--- src/rtl/mem_lsu.sv ---
// mem_lsu: single-outstanding load/store unit between a valid/ready request port
// and a strobed word memory. Define MISALIGN_TRAP_EN to trap misaligned accesses.
module mem_lsu #(
  parameter int XLEN  = 32,
  parameter int BADDR = 2
) (
  input  logic            clk_i,
  input  logic            rst_ni,
  input  logic            req_valid_i,
  output logic            req_ready_o,
  input  logic            req_we_i,
  input  logic [1:0]      req_size_i,
  input  logic            req_unsigned_i,
  input  logic [XLEN-1:0] req_addr_i,
  input  logic [XLEN-1:0] req_wdata_i,
  output logic            rsp_valid_o,
  input  logic            rsp_ready_i,
  output logic [XLEN-1:0] rsp_rdata_o,
  output logic            rsp_err_o,
  output logic            mem_gwe_o,
  output logic            mem_rd_o,
  output logic            mem_bw0_o,
  output logic            mem_bw1_o,
  output logic            mem_bw2_o,
  output logic            mem_bw3_o,
  output logic [XLEN-1:0] mem_addr_o,
  output logic [XLEN-1:0] mem_data_o,
  input  logic [XLEN-1:0] mem_data_i
);
  typedef enum logic [1:0] {IDLE, ISSUE, WAIT, RESP} state_t;
  localparam logic [1:0] SZ_B = 2'b00;
  localparam logic [1:0] SZ_H = 2'b01;
  localparam logic [1:0] SZ_W = 2'b10;

  state_t            state;
  logic              we_q, uns_q;
  logic [1:0]        size_q;
  logic [BADDR-1:0]  off_q;
  logic              gwe_q, rd_q, rsp_valid_q, err_q;
  logic [3:0]        bw_q;
  logic [XLEN-1:0]   rdata_q, addr_q, wdata_q;

  logic [1:0]        size_in;
  logic [3:0]        bw_in;
  logic [XLEN-1:0]   addr_al, wfmt, ld_ext;
  logic [7:0]        ld_b;
  logic [15:0]       ld_h;
  logic              trap;

  // Request decode: alignment, right-aligned store data and byte strobes.
  always_comb begin
    size_in = (req_size_i == 2'b11) ? SZ_W : req_size_i;
    addr_al = req_addr_i;
    wfmt    = req_wdata_i;
    bw_in   = 4'b0000;
    case (size_in)
      SZ_B: begin
        wfmt  = {{(XLEN-8){1'b0}}, req_wdata_i[7:0]};
        bw_in = 4'b0001 << req_addr_i[BADDR-1:0];
      end
      SZ_H: begin
        addr_al[0] = 1'b0;
        wfmt       = {{(XLEN-16){1'b0}}, req_wdata_i[15:0]};
        bw_in      = req_addr_i[1] ? 4'b1100 : 4'b0011;
      end
      default: addr_al[BADDR-1:0] = '0;
    endcase
  end

`ifdef MISALIGN_TRAP_EN
  assign trap = ((size_in == SZ_H) && req_addr_i[0]) ||
                ((size_in == SZ_W) && (req_addr_i[BADDR-1:0] != '0));
`else
  assign trap = 1'b0;
`endif

  assign ld_b = mem_data_i[{off_q, 3'b000} +: 8];
  assign ld_h = mem_data_i[{off_q[1], 4'b0000} +: 16];

  always_comb begin
    case (size_q)
      SZ_B:    ld_ext = uns_q ? {{(XLEN-8){1'b0}}, ld_b}  : {{(XLEN-8){ld_b[7]}}, ld_b};
      SZ_H:    ld_ext = uns_q ? {{(XLEN-16){1'b0}}, ld_h} : {{(XLEN-16){ld_h[15]}}, ld_h};
      default: ld_ext = mem_data_i;
    endcase
  end

  always_ff @(posedge clk_i or negedge rst_ni) begin
    if (!rst_ni) begin
      state       <= IDLE;
      we_q        <= 1'b0;
      uns_q       <= 1'b0;
      size_q      <= SZ_B;
      off_q       <= '0;
      gwe_q       <= 1'b0;
      rd_q        <= 1'b0;
      bw_q        <= 4'b0000;
      rsp_valid_q <= 1'b0;
      err_q       <= 1'b0;
      rdata_q     <= '0;
      addr_q      <= '0;
      wdata_q     <= '0;
    end else begin
      // Strobes live for exactly the ISSUE cycle.
      gwe_q <= 1'b0;
      rd_q  <= 1'b0;
      bw_q  <= 4'b0000;
      case (state)
        IDLE: if (req_valid_i) begin
          we_q    <= req_we_i;
          uns_q   <= req_unsigned_i;
          size_q  <= size_in;
          off_q   <= addr_al[BADDR-1:0];
          addr_q  <= addr_al;
          wdata_q <= req_we_i ? wfmt : '0;
          if (trap) begin
            state       <= RESP;
            rsp_valid_q <= 1'b1;
            err_q       <= 1'b1;
            rdata_q     <= '0;
          end else begin
            state <= ISSUE;
            gwe_q <= req_we_i && (size_in == SZ_W);
            rd_q  <= !req_we_i;
            bw_q  <= req_we_i ? bw_in : 4'b0000;
          end
        end
        ISSUE: begin
          if (we_q) begin
            state       <= RESP;
            rsp_valid_q <= 1'b1;
            err_q       <= 1'b0;
            rdata_q     <= '0;
          end else begin
            state <= WAIT;
          end
        end
        WAIT: begin
          state       <= RESP;
          rsp_valid_q <= 1'b1;
          err_q       <= 1'b0;
          rdata_q     <= ld_ext;
        end
        RESP: if (rsp_ready_i) begin
          state       <= IDLE;
          rsp_valid_q <= 1'b0;
        end
        default: state <= IDLE;
      endcase
    end
  end

  assign req_ready_o = (state == IDLE);
  assign rsp_valid_o = rsp_valid_q;
  assign rsp_rdata_o = rdata_q;
  assign rsp_err_o   = err_q;
  assign mem_gwe_o   = gwe_q;
  assign mem_rd_o    = rd_q;
  assign mem_bw0_o   = bw_q[0];
  assign mem_bw1_o   = bw_q[1];
  assign mem_bw2_o   = bw_q[2];
  assign mem_bw3_o   = bw_q[3];
  assign mem_addr_o  = addr_q;
  assign mem_data_o  = wdata_q;
endmodule

--- config.mk ---
export PLATFORM = sky130hd
export DESIGN_NAME = mem_lsu
export DESIGN_NICKNAME = d
export VERILOG_FILES = /design/src/rtl/mem_lsu.sv
export SDC_FILE = /design/constraint.sdc
export NUM_CORES = 1
export LEC_CHECK = 0
export ABC_AREA = 1
export BUFFER_PORTS_ARGS = -buffer_cell sky130_fd_sc_hd__buf_2
export CAP_MARGIN = 5
export CORE_UTILIZATION = 48
export DETAILED_ROUTE_END_ITERATION = 10
export GPL_TIMING_DRIVEN = 0
export PLACE_DENSITY = 0.79
export SYNTH_ARGS = -nofsm -noshare
export SYNTH_HDL_FRONTEND = slang
export SYNTH_SLANG_ARGS = --single-unit
--- constraint.sdc ---
create_clock -name clk_i -period 2 [get_ports clk_i]
set_clock_uncertainty 0.2 [all_clocks]
set_input_delay 0 -clock clk_i [delete_from_list [all_inputs] [get_ports clk_i]]
set_output_delay 0 -clock clk_i [all_outputs]
set_load 0.005 [all_outputs]
## After elaboration in Yosys (flattened, before gate mapping)

Cells that the tools add are included.

| word-level totals | value |
|---|---|
| register bits | 112 |
| input port bits | 104 |
| output and inout bits | 105 |
| word-level logic and storage cells | 66 |

| cells by class | value |
|---|---|
| equal/unequal tests | 10 |
| shifts and indexed selects | 3 |
| mux-type cells | 28 |
| bitwise gates (word level) | 1 |
| reduce and logical (&&, ||, !) cells | 11 |

Operator list:

| kind | count |
|---|---|
| case mux 32 bit (2 select lines) | 3 |
| two-way mux 32 bit | 4 |
| indexed part select 32 x 6 -> 16 bit | 1 |
| indexed part select 32 x 6 -> 8 bit | 1 |
| two-way mux 4 bit | 4 |
| two-way mux 1 bit | 10 |
| equality test 2 bit, second input constant | 4 |
| case mux 2 bit (4 select lines) | 1 |
| case mux 4 bit (2 select lines) | 1 |
| equality test 2 x 1 -> 1 bit, second input constant | 3 |
| logical NOT 2 bit | 3 |
| two-way mux 2 bit | 3 |
| inequality test 2 bit, second input constant | 3 |
| AND reduction 2 bit | 3 |
| left shift 1 x 2 -> 4 bit, first input constant | 1 |
| case mux 1 bit (3 select lines) | 1 |
| AND reduction 3 bit | 1 |
| case mux 1 bit (2 select lines) | 1 |
| nonzero test 2 bit | 1 |
| OR reduction 2 bit | 1 |
| logical AND 1 bit | 1 |
| logical NOT 1 bit | 1 |
| inverter 1 bit | 1 |

## Depth between registers and ports, before layout

| depth | value |
|---|---|
| depth in word-level cells | 7 |
| mapped depth | 11 |
| gate-level depth less buffers | 9 |

## Worst setup path before layout

OpenSTA, ideal clock, no wires.

| timing path | value |
|---|---|
| kind | reg2reg |
| start point | register state[0] |
| end point | register wdata_q[22], in the netlist mem_data_o[22] |
| library setup time | 65 ps |
| data arrival time | 1494 ps |
| data required time | 1735 ps |
| slack | 240 ps |
| cell stages (with the launch flop) | 9 |
| path buffers | 1 |
| clock period less this slack | 1760 ps |
| cells stage by stage | dfrtp_1 -> inv_1 -> ha_1 -> nand2_1 -> inv_2 -> nand2_2 -> nor2_4 -> buf_2 -> a22o_1 |

| between the ends | value |
|---|---|
| longest elaborated chain between the ends | 2 |

Ends and longest elaborated chain:

| what | RTL line | RTL |
|---|---|---|
| start, declared | 35 | `state_t state;` |
| start signal, assigned | 90 | `state <= IDLE;` |
| start signal, assigned | 117 | `state <= RESP;` |
| start signal, assigned | 122 | `state <= ISSUE;` |
| logical NOT 2 bit | -- |  |
| net req_ready_o | 10 | `output logic req_ready_o,` |
| AND reduction 2 bit (no source line) | -- |  |
| end signal, assigned | 115 | `wdata_q <= req_we_i ? wfmt : '0;` |
| end, declared | 41 | `logic [XLEN-1:0] rdata_q, addr_q, wdata_q;` |

The timed path passes the listed nets, and every way through them passes these cells.
A chain may end at the register's enable or synchronous reset.

## Final worst setup path

| timing path | value |
|---|---|
| start point | input port req_we_i |
| end point | register wdata_q[1], in the netlist mem_data_o[1] |

| between the ends | value |
|---|---|
| longest elaborated chain between the ends | 1 |

Ends and longest elaborated chain:

| what | RTL line | RTL |
|---|---|---|
| start, declared | 11 | `input logic req_we_i,` |
| two-way mux 32 bit | 115 |  |

Every way passes these cells.

==> reports/metrics.csv <==
metric,value,unit
row_count,36,
grt_max_degree,70,
wire_per_inst,16.6,µm
initial_utilization,49.3,%
fin_crit_sh,97.4,%
reg2reg_depth,8,
cts_root_buffer,clkbuf_8,
synth_cell_types,25,
synth_nets,697,
tns,0,ns
ir_drop,767,µV
synth_top_area_share,56.6,%
worstPathRequired,2.08,ns
max_stage_delay,0.59,ns
place_congestion,0.868,
ys_seq_area_share,56.6,%
insertion_delay,0.38,ns
yosys-top-cells-area,"dfrtp_1 57%, nand2_1 23%, o21ai_0 3.3%",
fin_ws,0.0521,ns
area_delta_synth_final,55.4,%
ios,209,
post-place-ws,-0.228,ns
pwr-share-clk,14.7,%
wl_met2,8710,µm
gr-usage-all-layers,34.1,%
vias,5442,
start_kind,primary input,
nFillCells,649,
hp-class,in2reg,
netlist_instances,589,
post-route-drc-count,0,
grt-ovfl-total,0,
die_area,10500,µm²
syn-cell-area,4820,µm²
setup_viol,0,
cts_tree,yes,
slowest_stage,dlygate4sd3_1,
cts_made_buffers,9,
max_slew_margin,61.3,%
path_common_cell,dlygate4sd3_1,
cts.path.max_buffers,2,
vias_per_cell,5.11,
layout_commonest_cell,nand2_1,
crit_type,in2reg,
first_pass_iters,5,
setup.worst_path.end_class,register,
p_comb_share,46.5,%
cts.sink_count,109,
cp_top_family,buffers and inverters,
ant_nets,0,
placed_cell_area,6050,µm²
worstPathCellList,dlygate4sd3_1 -> buf_2 -> clkbuf_1 -> nand2_1 -> dlygate4sd3_1 -> o21ai_0,
met3_length,1640,µm
whs_path_depth,4,
pwr_density_cell,1270,nW/µm²
finalHoldViolCount,0,
crit_fanout,10,
die_y,102,µm
crit_arrival,2.03,ns
r2r_setup_slack,0.09,ns
period_minus_slack,1.95,ns
io_buffers,207,
clk_pin_slew,0.11,ns
worstMarginPinSlew,0.580,ns
die_w,102,µm
drt_iter0_markers,290,
fmax,0.513,GHz
drt-met1-wl,6560,µm
topRoutingLayerUsed,met4,
p_leak,4.20,nW
maxSlewViolCount,0,
grt_pass1_vias,5485,
drive_gt1_share,27.7,%
worstHoldStart,req_addr_i[18],
mostFrequentLayoutCells,"294 x nand2_1, 209 x buf_2, 118 x dlygate4sd3_1",
cap_violations,0,
dp_hpwl,10500,µm
fin_nets,1035,
ys_ff_latch,109,
drt-total-wl,17600,µm
p_int,5.55,mW
sequentialPowerShare,38.8,%
reg2reg_to,rsp_rdata_o[29],
status,"finished, final reports clean",
rsz0062_at_grt,no,
r2r-start,state[1],
finalPower,9.49,mW
swShare,41.6,%
power_switching,3.94,mW
antenna_found_initial,1,
grt_pass1_wl,26400,µm
synth_top_cell_by_area,dfrtp_1,
stdcell_area,7490,µm²
fp.coreArea,9770,µm²
path_buf_inv,4,
syn_avg_cell_area,8.19,µm²
holdPathEnd,mem_addr_o[18],
whs,0.153,ns
yosys_warnings,0,
htree_levels,3,
==> worst max-delay path by stage <==
| stage | start | endpoint | slack, ns | cells past startpoint |
|---|---|---|---|---|
| CTS | state[0] | mem_addr_o[19] | 0.01 | 7 |
| floorplan | state[0] | mem_data_o[22] | 0.24 | 8 |
| global placement | rst_ni | mem_addr_o[3] | -0.46 | 1 |
| global route | state[0] | mem_data_o[28] | 0.006 | 8 |
| finish | req_we_i | mem_data_o[1] | 0.05 | 6 |
| detailed placement | state[0] | mem_data_o[13] | -0.23 | 7 |
==> sequential cells by signal, summed over array words and instances, names as in the netlist, 2 cells and up <==
name         cells
state            2
mem_data_o      32
bw_q             4
mem_addr_o      31
size_q           2
rsp_rdata_o     32
==> cell usage after synthesis, drive strengths merged <==
cell type,n
ha,4
clkbuf,21
inv,24
nor3,2
nand3,18
a22o,16
nor2,43
conb,1
nand2,300
buf,5
o21ai,32
o21a,1
dfrtp,109
a21oi,11
o22ai,2
==> power by group through the flow <==
stage	clock (mW)	sequential [mW]	combinational (mW)
global placement	0	3.61	3.90
detailed placement	0	3.63	4.01
global route	1.48	3.76	4.92
finish	1.40	3.68	4.41
CTS	1.39	3.62	4.21
floorplan	0	3.67	2.27
==> metal layers <==
metal	vias to the layer above	GRT usage [%]
met1	2574	38.4
met5	-	0
met3	62	9.51
li1	2510	-
met2	296	59.3
met4	0	17.1
==> kinds of logic after synthesis <==
group | after synthesis | share of synthesized area [%]
AOI/OAI and AO/OA | 62 | 7.78
and+or+nand+nor | 363 | 30.0
DFF | 109 | 56.6
adders and majority gates | 4 | 1.04
other | 1 | 0.0778
buffers and inverters | 50 | 4.49
==> worst register-to-register path, cell delays in order (launching register included) <==
cell and delay, ns:
dfrtp_1 0.44, inv_1 0.13, ha_1 0.20, nand2_1 0.11, o21a_1 0.13, inv_1 0.18
clkbuf_2 0.27, nand2_1 0.10, nand2_1 0.09
==> stage by stage <==
| step | util, % | std cells |
|---|---|---|
| after floorplan | - | 589 |
| after global placement | 61.6 | 929 |
| after detailed placement | 61.9 | 930 |
| after CTS | 76.3 | 1063 |
| after global routing | 76.7 | 1064 |
| final | 76.7 | 1064 |
==> final cells by class <==
cell class | instances | area (µm²) | area share [%]
Antenna cell | 1 | 2.50 | 0.0334
Buffer | 26 | 149 | 1.99
Clock buffer | 11 | 151 | 2.02
Clock inverter | 3 | 46.3 | 0.618
Inverter | 24 | 103 | 1.37
Multi-Input combinational cell | 430 | 1890 | 25.2
Sequential cell | 109 | 2730 | 36.4
Tap cell | 133 | 166 | 2.22
Timing Repair Buffer | 327 | 2250 | 30.1
==> timing repair <==
action / CTS / global route
pin swaps: 1 / 0
endpoints found under the setup margin: 72 / 101
hold buffers: 118 / 0
hold endpoints to repair: 218 / 0
setup buffers: 1 / 0
resized for setup: 9 / 31
Power figures use the tool's default switching activity.
